===== src/rtl/hdmi_video_timing_ctrl.sv =====
// hdmi_video_timing_ctrl
//   Raster timing generator and pixel fetcher feeding three TMDS encoders.
//   h/v counters walk sync -> back porch -> active -> front porch. Pixels are
//   requested from an upstream source one cycle ahead of capture. Decoded
//   de/sync and captured pixel data reach the encoder inputs two cycles after
//   the matching request.
// Ports:
//   sys_clk, sys_rst      pixel clock, synchronous active-high reset
//   en                    run request, acted on only at frame boundaries
//   pix_req, pix_sof      pixel request / first-request-of-frame pulse
//   pix_data, pix_valid   source response, sampled the cycle after pix_req
//   enc_r/g/b, enc_de     encoder data and shared data-enable
//   enc_hsync, enc_vsync  sync levels for blue-channel c0/c1
//   underflow             sticky flag, cleared by underflow_clr
//   running               high in RUN or DRAIN
module hdmi_video_timing_ctrl #(
    parameter int unsigned H_SYNC     = 96,
    parameter int unsigned H_BACK     = 48,
    parameter int unsigned H_ACTIVE   = 640,
    parameter int unsigned H_FRONT    = 16,
    parameter int unsigned V_SYNC     = 2,
    parameter int unsigned V_BACK     = 33,
    parameter int unsigned V_ACTIVE   = 480,
    parameter int unsigned V_FRONT    = 10,
    parameter logic        SYNC_POL   = 1'b0,
    parameter logic [23:0] FILL_COLOR = 24'h000000
) (
    input  logic        sys_clk,
    input  logic        sys_rst,
    input  logic        en,
    output logic        pix_req,
    output logic        pix_sof,
    input  logic [23:0] pix_data,
    input  logic        pix_valid,
    output logic [7:0]  enc_r,
    output logic [7:0]  enc_g,
    output logic [7:0]  enc_b,
    output logic        enc_de,
    output logic        enc_hsync,
    output logic        enc_vsync,
    output logic        underflow,
    input  logic        underflow_clr,
    output logic        running
);

    localparam int unsigned H_TOTAL = H_SYNC + H_BACK + H_ACTIVE + H_FRONT;
    localparam int unsigned V_TOTAL = V_SYNC + V_BACK + V_ACTIVE + V_FRONT;
    localparam int unsigned HW      = $clog2(H_TOTAL);
    localparam int unsigned VW      = $clog2(V_TOTAL);

    localparam logic [HW-1:0] H_LAST      = HW'(H_TOTAL - 1);
    localparam logic [HW-1:0] H_SYNC_END  = HW'(H_SYNC);
    localparam logic [HW-1:0] H_ACT_FIRST = HW'(H_SYNC + H_BACK);
    localparam logic [HW-1:0] H_ACT_LAST  = HW'(H_SYNC + H_BACK + H_ACTIVE - 1);
    localparam logic [VW-1:0] V_LAST      = VW'(V_TOTAL - 1);
    localparam logic [VW-1:0] V_SYNC_END  = VW'(V_SYNC);
    localparam logic [VW-1:0] V_ACT_FIRST = VW'(V_SYNC + V_BACK);
    localparam logic [VW-1:0] V_ACT_LAST  = VW'(V_SYNC + V_BACK + V_ACTIVE - 1);

    typedef enum logic [1:0] {StIdle, StRun, StDrain} state_e;

    state_e          state_q, state_d;
    logic [HW-1:0]   h_cnt_q, h_cnt_d;
    logic [VW-1:0]   v_cnt_q, v_cnt_d;

    // Stage 1: decoded timing for the pixel whose data arrives this cycle.
    logic            de_s1_q, hs_s1_q, vs_s1_q;
    logic            hs_raw, vs_raw;
    // Stage 2: encoder-facing registers.
    logic            enc_de_q, enc_hs_q, enc_vs_q;
    logic [23:0]     enc_rgb_q, enc_rgb_d;
    logic            underflow_q, underflow_d;

    logic            active_st, h_last, frame_end, h_act, v_act;

    // Raster decode from the registered counters.
    always_comb begin
        active_st = (state_q != StIdle);
        h_last    = (h_cnt_q == H_LAST);
        frame_end = h_last && (v_cnt_q == V_LAST);
        h_act     = (h_cnt_q >= H_ACT_FIRST) && (h_cnt_q <= H_ACT_LAST);
        v_act     = (v_cnt_q >= V_ACT_FIRST) && (v_cnt_q <= V_ACT_LAST);
        pix_req   = active_st && h_act && v_act;
        pix_sof   = pix_req && (h_cnt_q == H_ACT_FIRST) && (v_cnt_q == V_ACT_FIRST);
        hs_raw    = (active_st && (h_cnt_q < H_SYNC_END)) ? SYNC_POL : ~SYNC_POL;
        vs_raw    = (active_st && (v_cnt_q < V_SYNC_END)) ? SYNC_POL : ~SYNC_POL;
    end

    // Next-state and counter advance.
    always_comb begin
        state_d = state_q;
        h_cnt_d = h_cnt_q;
        v_cnt_d = v_cnt_q;
        unique case (state_q)
            StIdle:  if (en) state_d = StRun;
            // Dropping en exactly on the last pixel has nothing left to drain.
            StRun:   if (!en) state_d = frame_end ? StIdle : StDrain;
            // en is only looked at again once the frame has finished.
            StDrain: if (frame_end) state_d = en ? StRun : StIdle;
            default: state_d = StIdle;
        endcase
        // IDLE holds (0,0); leaving a frame always wraps back to (0,0).
        if (active_st) begin
            h_cnt_d = h_last ? '0 : h_cnt_q + HW'(1);
            if (h_last) begin
                v_cnt_d = (v_cnt_q == V_LAST) ? '0 : v_cnt_q + VW'(1);
            end
        end
    end

    // Data capture: source data is valid while the stage-1 de is high.
    always_comb begin
        enc_rgb_d = '0;
        if (de_s1_q) begin
            enc_rgb_d = pix_valid ? pix_data : FILL_COLOR;
        end
        // A fresh underflow beats a simultaneous clear.
        underflow_d = (de_s1_q && !pix_valid) || (underflow_q && !underflow_clr);
    end

    always_ff @(posedge sys_clk) begin
        if (sys_rst) begin
            state_q     <= StIdle;
            h_cnt_q     <= '0;
            v_cnt_q     <= '0;
            de_s1_q     <= 1'b0;
            hs_s1_q     <= ~SYNC_POL;
            vs_s1_q     <= ~SYNC_POL;
            enc_de_q    <= 1'b0;
            enc_hs_q    <= ~SYNC_POL;
            enc_vs_q    <= ~SYNC_POL;
            enc_rgb_q   <= '0;
            underflow_q <= 1'b0;
        end else begin
            state_q     <= state_d;
            h_cnt_q     <= h_cnt_d;
            v_cnt_q     <= v_cnt_d;
            de_s1_q     <= pix_req;
            hs_s1_q     <= hs_raw;
            vs_s1_q     <= vs_raw;
            enc_de_q    <= de_s1_q;
            enc_hs_q    <= hs_s1_q;
            enc_vs_q    <= vs_s1_q;
            enc_rgb_q   <= enc_rgb_d;
            underflow_q <= underflow_d;
        end
    end

    assign enc_r     = enc_rgb_q[23:16];
    assign enc_g     = enc_rgb_q[15:8];
    assign enc_b     = enc_rgb_q[7:0];
    assign enc_de    = enc_de_q;
    assign enc_hsync = enc_hs_q;
    assign enc_vsync = enc_vs_q;
    assign underflow = underflow_q;
    assign running   = (state_q != StIdle);

endmodule

===== config.mk =====
export PLATFORM = sky130hd
export DESIGN_NAME = hdmi_video_timing_ctrl
export DESIGN_NICKNAME = d
export VERILOG_FILES = /design/src/rtl/hdmi_video_timing_ctrl.sv
export SDC_FILE = /design/constraint.sdc
export NUM_CORES = 1
export LEC_CHECK = 0
export ABC_CLOCK_PERIOD_IN_PS = 6150
export BUFFER_PORTS_ARGS = -buffer_cell sky130_fd_sc_hd__buf_4
export CORE_MARGIN = 5
export CORE_UTILIZATION = 45
export DETAILED_ROUTE_END_ITERATION = 7
export PLACE_DENSITY_LB_ADDON = 0.08
export SYNTH_ARGS = -nofsm -noshare
export SYNTH_HDL_FRONTEND = slang
export SYNTH_SLANG_ARGS = --single-unit

===== constraint.sdc =====
create_clock -name sys_clk -period 6.15 [get_ports sys_clk]
set_clock_uncertainty 0.2 [all_clocks]
set_input_delay 0.9225 -clock sys_clk [delete_from_list [all_inputs] [get_ports sys_clk]]
set_output_delay 0.9225 -clock sys_clk [all_outputs]
set_load 0.03 [all_outputs]

Word level (Yosys, flattened, before mapping)
Index checks and enable logic that the tools add are counted.
Widths: inputs -> output; s select.
{"block": "word_totals", "register_bits": 53, "out_inout_bits": 31, "inputBits": 29, "word_cells": 59}
{"block": "op_classes", "reduce_logical": 19, "n_bitwise": 2, "mux": 10, "n_eq_ne": 9, "addsub": 2, "magnitude_cmp": 6}
{"op": "$add 10x1->10 const B", "count": 2}
{"op": "$eq 10x10->1 const B", "count": 2}
{"op": "$le 10x10->1 const B", "count": 2}
{"op": "$mux 10", "count": 2}
{"op": "$logic_and 1x1->1", "count": 11}
{"op": "$eq 10x6->1 const B", "count": 1}
{"op": "$eq 10x8->1 const B", "count": 1}
{"op": "$ge 10x6->1 const B", "count": 1}
{"op": "$ge 10x8->1 const B", "count": 1}
{"op": "$lt 10x2->1 const B", "count": 1}
{"op": "$lt 10x7->1 const B", "count": 1}
{"op": "$mux 2", "count": 4}
{"op": "$ne 2x2->1 const B", "count": 3}
{"op": "$pmux 2 s3", "count": 1}
{"op": "$mux 1", "count": 3}
{"op": "$reduce_and 3->1", "count": 1}
{"op": "$reduce_or 3->1", "count": 1}
{"op": "$eq 2x1->1 const B", "count": 1}
{"op": "$eq 2x2->1 const B", "count": 1}
{"op": "$logic_not 1->1", "count": 2}
{"op": "$logic_not 2->1", "count": 1}
{"op": "$not 1->1", "count": 2}
{"op": "$reduce_and 2->1", "count": 1}
{"op": "$reduce_bool 2->1", "count": 1}
{"op": "$logic_or 1x1->1", "count": 1}

Logic depth before layout (Yosys ltp)
Gate-level depths: netlist of run 1.
{"block": "depth", "ltp_word": 6, "depth_mapped": 6, "ltp_nobuf": 5}

Worst setup path before layout of run 1
Ideal clock, no wire load.
{"block": "synth_timing", "kind": "flip-flop to output port", "start": "reg h_cnt_q[5]", "end": "out pix_sof", "path_buffers": 1, "t_required_ns": 5.027, "stages_incl_launch_ff": 5, "slack_ns": 2.811, "arrival_ns": 2.217, "path_cell_list": "dfxtp_1 or2_1 buf_6 or4bb_2 nor4_1"}
{"block": "synth_between", "elab_chain_cells": 6, "elab_cells_between_ends": 8, "cone_classes": "order compare: 2; eq/ne: 1; reduce/logical: 5"}
{"element": "start: declaration", "line_no": "63", "rtl": "logic [HW-1:0] h_cnt_q, h_cnt_d;"}
{"element": "start signal: assignment", "line_no": "136", "rtl": "h_cnt_q <= h_cnt_d;"}
{"element": "$ge 10x8->1 or $le 10x10->1 (tied branches)", "line_no": "81", "rtl": "h_act = (h_cnt_q >= H_ACT_FIRST) && (h_cnt_q <= H_ACT_LAST);"}
{"element": "$logic_and 1x1->1", "line_no": "81"}
{"element": "$logic_and 1x1->1 (2 in series)", "line_no": "83", "rtl": "pix_req = active_st && h_act && v_act;"}
{"element": "$logic_and 1x1->1 * (2 in series)", "line_no": "84", "rtl": "pix_sof = pix_req && (h_cnt_q == H_ACT_FIRST) && (v_cnt_q == V_ACT_FIRST);"}
{"element": "end: declaration", "line_no": "32", "rtl": "output logic pix_sof,"}
Mark *: on every way between the ends. The rest lies on a longest branch, timed or not.

Worst setup path in the final report of run 1
Same ends and word-level chain as after synthesis.

==> results.sh, run 1 <==
export IMPL_drc_errors=0
export IMPL_cts_buffers=5
export IMPL_hold_start="vs_s1_q$_SDFF_PP1_"
export IMPL_p_int_uw=486
export IMPL_startpoint="h_cnt_q[5]$_SDFFE_PP0N_"
export IMPL_ys_ff_latch=53
export IMPL_worst_pin_slew_ns=0.714
export IMPL_io_pins=60
export IMPL_hpwl_um=3330
export IMPL_die_h_um=78.7
export IMPL_nets=313
export IMPL_clkPwrFrac=0.378
export IMPL_synth_edff_count=0
export IMPL_core_region_area_um2=4660
export IMPL_seqPwrFrac=0.569
export IMPL_fmax_mhz=312
export IMPL_avgSynthCellArea_um2=9.38
export IMPL_switching_power_uw=129
export IMPL_placed_area_um2=2570
export IMPL_yosysWarnings=0
export IMPL_ys_seq_area_frac=0.500
export IMPL_n_fill_cell=439
export IMPL_criticalPathCategory="reg2out"
export IMPL_grt_pass1_vias=1768
export IMPL_synth_most_common_cell="dfxtp_1"
export IMPL_final_layout_size_suffix_gt1_frac=0.282
export IMPL_hold_path_depth=1
export IMPL_min_to="enc_vsync$_SDFF_PP1_"
export IMPL_r2r_setup_slack_ns=3.85
export IMPL_critPathLaunchType="flop"
export IMPL_multi_input_area_um2=966
export IMPL_finalSetupViolCount=0
export IMPL_finalWeightedCongestion=0.846
export IMPL_max_stage_delay_ns=0.67
export IMPL_clk_path_buf_depth=2
export IMPL_regArea_um2=1060
export IMPL_yosys_top_cells_count="53 x dfxtp_1, 27 x and3_1, 19 x nor2_1"
export IMPL_r2r_cells=5
export IMPL_cts_tree="yes"
export IMPL_ys_top_cells_by_area="dfxtp_1 50%, and3_1 8.0%, nor2_1 3.4%"
export IMPL_yosysTopAreaCell="dfxtp_1"
export IMPL_maxCapViolCount=0
export IMPL_die_area_um2=6190
export IMPL_fin_crit_ns=3.21
export IMPL_dr_pass1_iters=4
export IMPL_ant_nets=0
export IMPL_cts_num_sinks=53
export IMPL_area_growth_pct=26.7
export IMPL_cts_setup_buffers=0
export IMPL_crit_arrival_ns=2.09
export IMPL_dieWidth_um=78.7
export IMPL_grt_usage=0.161
export IMPL_wl_um=4630
export IMPL_yosysUniqueCellTypes=38
export IMPL_vias=1732
export IMPL_cts_hold_fix_buffers=0
export IMPL_maxSlewHeadroom=0.523
export IMPL_power_total_uw=615
export IMPL_p_leak_nw=1.19
export IMPL_clock_latency_ns=0.30
export IMPL_start_util=0.455
export IMPL_ys_flop_type="dfxtp_1"
export IMPL_grt_max_degree=26
export IMPL_maxSlewViolCount=0
export IMPL_ctsRootBufferMaster="clkbuf_8"
export IMPL_status="finished clean"
export IMPL_critPathMaxFanout=9
export IMPL_syn_nets=260
export IMPL_synthesis_instances=226
export IMPL_cts_resized=0
export IMPL_drt_vias_per_instance=5.19
export IMPL_fin_setup_tns_ns=0
export IMPL_min_path_type="reg2reg"
export IMPL_grt_overflow_total=0
export IMPL_sw_frac_of_total=0.210
export IMPL_yosysTopAreaCellShare=0.500
export IMPL_vdd_ir_drop_max_v=0.000109
export IMPL_port_buffers=59
export IMPL_endpoint_kind="primary output"
export IMPL_diodes=0
export IMPL_fin_hold_ws_ns=0.209
export IMPL_cts_htree_levels=2
export IMPL_syn_area_um2=2120
export IMPL_power_density_nw_per_um2=229
export IMPL_cp_slowest_cell="or4bb_2"
export IMPL_placementRows=25
export IMPL_r2r_start="h_cnt_q[1]$_SDFFE_PP0N_"
export IMPL_cts_reportedPaths_clkPinSlew_ns=0.09
export IMPL_routedWlPerCell_um=13.9
export IMPL_fin_area_um2=2690
export IMPL_pwr_share_comb=0.053
export IMPL_grt_pass1_wl_um=8070
export IMPL_worstReg2RegEnd="v_cnt_q[9]$_SDFFE_PP0P_"
export IMPL_cp_cell_sequence="or2_1, or4bb_2, nor4_1, buf_4"
export IMPL_antenna_found_initial=0
export IMPL_rsz0062_at_grt="false"
export IMPL_finalCritPeriodShare=0.522
export IMPL_drt_iter0_drc=80
export IMPL_async_reset_ff_frac=0
export IMPL_required_ns=5.03
export IMPL_hold_viol_final=0
## logic make-up after synthesis
logic type,share of synthesized area
AOI/OAI and AO/OA,0.0814
muxes,0.00472
adders and majority gates,0.0295
buffers and inverters,0.0442
xor gates and xnor gates,0.0537
and+or+nand+nor,0.286
DFF,0.500
## sequential cells by signal, summed over array words and instances (netlist names)
signal / flops
enc_vsync: 1
vs_s1_q: 1
state_q: 2
enc_hsync: 1
hs_s1_q: 1
enc_rgb_q: 24
enc_de: 1
v_cnt_q: 10
de_s1_q: 1
underflow: 1
h_cnt_q: 10
## power groups by stage
stage | clock network [mW] | registers, mW | logic (mW)
CTS | 0.240 | 0.349 | 0.0332
global placement | 0 | 0.357 | 0.0326
global route | 0.254 | 0.350 | 0.0364
detailed placement | 0 | 0.357 | 0.0330
finish | 0.232 | 0.349 | 0.0327
floorplan | 0 | 0.357 | 0.0143
## worst max-delay path by stage
stage / end / slack (ns) / cells past startpoint
global route: pix_sof / 2.84 / 4
global placement: pix_sof / 3.24 / 4
CTS: pix_sof / 2.93 / 4
finish: pix_sof / 2.94 / 4
floorplan: pix_sof / 2.81 / 4
detailed placement: pix_sof / 3.29 / 4
## area by class of cell
class | count | area share
flip-flops and latches | 53 | 0.395
multi-input cells | 151 | 0.360
repair buffers | 60 | 0.168
clock buffers | 6 | 0.0270
well taps | 54 | 0.0252
clock inverters | 2 | 0.0144
inverters | 8 | 0.0112
## cell usage in the layout, fill, tap and decap left out, drive strengths merged, types with 7 or more instances in the layout
| cell type | synthesis | final |
|---|---|---|
| nor3 | 7 | 7 |
| a21oi | 10 | 10 |
| and3 | 27 | 27 |
| nand2 | 8 | 8 |
| nor2 | 19 | 19 |
| xnor2 | 8 | 8 |
| nand4 | 7 | 7 |
| nor4 | 9 | 9 |
| inv | 8 | 8 |
| dfxtp | 53 | 53 |
| buf | 4 | 60 |
| o21ai | 7 | 7 |
## worst max-delay path, delay by kind of cell (launching register included)
family / cells / cell delay (ns)
simple gates: 3 / 1.22
buf+inv: 1 / 0.21
flops: 1 / 0.35
## routing by layer
metal | part of all wire | global-route usage | up-vias
met2 | 0.41 | 0.248 | 60
met5 | 0 | 0 | -
met4 | 0.018 | 0.0577 | 0
met1 | 0.48 | 0.213 | 763
met3 | 0.083 | 0.0470 | 7
li1 | - | - | 902
## stage by stage
stage | util | std cells | worst slack, ns
after floorplan | - | 226 | 2.81
after global placement | 0.552 | 326 | 3.24
after detailed placement | 0.552 | 326 | 3.29
after CTS | 0.576 | 334 | 2.93
after global routing | 0.576 | 334 | 2.84
final | 0.576 | 334 | 2.94
No activity file was read; power rests on OpenSTA's default activity.
==> inputs of run 2 (changes only) <==
- ABC_CLOCK_PERIOD_IN_PS: 6150 -> 3000
- clock period: 6.15 -> 3 ns (I/O delays scaled with it)
==> results.sh, run 2 (synthesized netlist as in run 1, its figures left out) <==
export IMPL_crit_arrival_ns=2.06
export IMPL_clock_latency_ns=0.31
export IMPL_placementRows=25
export IMPL_postLayoutCoreUtil=0.573
export IMPL_sw_frac_of_total=0.231
export IMPL_hpwl_um=3320
export IMPL_cts_num_sinks=53
export IMPL_p_leak_nw=1.18
export IMPL_finalSetupViolCount=0
export IMPL_regArea_um2=1060
export IMPL_reg_top3="enc_rgb_q: 24 flops, h_cnt_q: 10 flops, v_cnt_q: 10 flops"
export IMPL_criticalPathCategory="reg2out"
export IMPL_power_density_nw_per_um2=446
export IMPL_grt_max_degree=26
export IMPL_clkPwrFrac=0.341
export IMPL_worst_pin_slew_ns=0.563
export IMPL_nets=313
export IMPL_path_buf_inv=1
export IMPL_seqPwrFrac=0.603
export IMPL_clk_path_buf_depth=2
export IMPL_final_common_cell="buf_4"
export IMPL_drc_errors=0
export IMPL_die_area_um2=6190
export IMPL_critPathLaunchType="flop"
export IMPL_grt_pass1_vias=1571
export IMPL_placed_area_um2=2570
export IMPL_vdd_ir_drop_max_v=0.000205
export IMPL_finalWeightedCongestion=0.865
export IMPL_cts_reportedPaths_clkPinSlew_ns=0.10
export IMPL_antenna_found_initial=0
export IMPL_cts_resized=0
export IMPL_maxSlewViolCount=0
export IMPL_path_delay_family="simple AND/OR/NAND/NOR gates"
export IMPL_grt_overflow_total=0
export IMPL_fmax_mhz=369
export IMPL_switching_power_uw=275
export IMPL_fin_crit_ns=2.71
export IMPL_status="finished clean"
export IMPL_die_h_um=78.7
export IMPL_grt_pass1_wl_um=7610
export IMPL_largest_reg_flops=24
export IMPL_drt_iter0_drc=75
export IMPL_diodes=0
export IMPL_finalCritPeriodShare=0.902
export IMPL_area_growth_pct=25.8
export IMPL_cts_buffers=5
export IMPL_fin_area_um2=2670
export IMPL_cts_hold_fix_buffers=0
export IMPL_min_path_type="in2reg"
export IMPL_cts_setup_buffers=0
export IMPL_fin_hold_ws_ns=0.166
export IMPL_pwr_share_comb=0.057
export IMPL_rsz0062_at_grt="false"
export IMPL_drt_vias_per_instance=5.23
export IMPL_start_util=0.455
export IMPL_core_region_area_um2=4660
export IMPL_vias=1747
export IMPL_largest_register="enc_rgb_q"
export IMPL_cts_htree_levels=2
export IMPL_critPathMaxFanout=9
export IMPL_maxSlewHeadroom=0.622
export IMPL_final_layout_size_suffix_gt1_frac=0.286
export IMPL_routedWlPerCell_um=13.8
export IMPL_required_ns=2.35
export IMPL_dr_pass1_iters=4
export IMPL_grt_usage=0.154
export IMPL_wl_um=4630
export IMPL_endpoint_kind="primary output"
export IMPL_dieWidth_um=78.7
export IMPL_io_pins=60
export IMPL_n_fill_cell=434
export IMPL_cp_cell_sequence="or2_1, or4bb_2, nor4_1, buf_4"
export IMPL_fin_setup_tns_ns=0
export IMPL_cp_slowest_cell="or4bb_2"
export IMPL_ctsRootBufferMaster="clkbuf_8"
export IMPL_multi_input_area_um2=966
export IMPL_ant_nets=0
export IMPL_maxCapViolCount=0
export IMPL_port_buffers=59
export IMPL_layout_common_cells="60 x buf_4, 53 x dfxtp_1, 27 x and3_1, 19 x nor2_1, 9 x nor4_1"
export IMPL_hold_viol_final=0
export IMPL_max_stage_delay_ns=0.65
export IMPL_p_int_uw=914
export IMPL_cts_tree="yes"
export IMPL_power_total_mw=1.19
## run 2: cell types whose count changed in the layout (fill, tap and decap cells not counted), sizes merged
cell,delta
inv,+1
clkinvlp,+1
clkbuf,-1
bufinv,-1
## run 2: power groups by stage
stage	Combinational (mW)	Clock, mW	Sequential [mW]
6_report	0.0675	0.405	0.717
2_1_floorplan	0.0294	0	0.732
3_3_place_gp	0.0673	0	0.732
4_1_cts	0.0691	0.424	0.716
5_1_grt	0.0755	0.460	0.718
3_5_place_dp	0.0689	0	0.733
## run 2: path summary, 6_finish.rpt
check	slack [ns]	to	cells past startpoint	startpoint
worst max-delay path	0.29	pix_sof	4	h_cnt_q[5]$_SDFFE_PP0N_
worst min-delay path	0.17	enc_rgb_q[21]$_SDFF_PP0_	2	pix_data[21]
worst max register to register	0.70	v_cnt_q[9]$_SDFFE_PP0P_	5	h_cnt_q[1]$_SDFFE_PP0N_
worst min register to register	0.21	enc_vsync$_SDFF_PP1_	1	vs_s1_q$_SDFF_PP1_
## run 2: layout make-up
| type | count | share of cell area |
|---|---|---|
| flip-flops and latches | 53 | 0.398 |
| multi-input cells | 151 | 0.362 |
| repair buffers | 60 | 0.169 |
| clock buffers | 5 | 0.0258 |
| well taps | 54 | 0.0253 |
| inverters | 8 | 0.0113 |
| clock inverters | 3 | 0.00938 |
## run 2: routing by layer
| layer | wire, um | up-vias | global-route usage |
|---|---|---|---|
| met4 | 102 | 0 | 0.0647 |
| met1 | 2280 | 777 | 0.210 |
| met3 | 399 | 10 | 0.0482 |
| li1 | - | 901 | - |
| met5 | 0 | - | 0 |
| met2 | 1850 | 59 | 0.223 |
## run 2: per-stage QoR
stage | setup WS [ns] | instances
finish | 0.293 | 334
CTS | 0.276 | 334
floorplan | 0.133 | 226
global placement | 0.610 | 326
detailed placement | 0.636 | 326
global route | 0.149 | 334
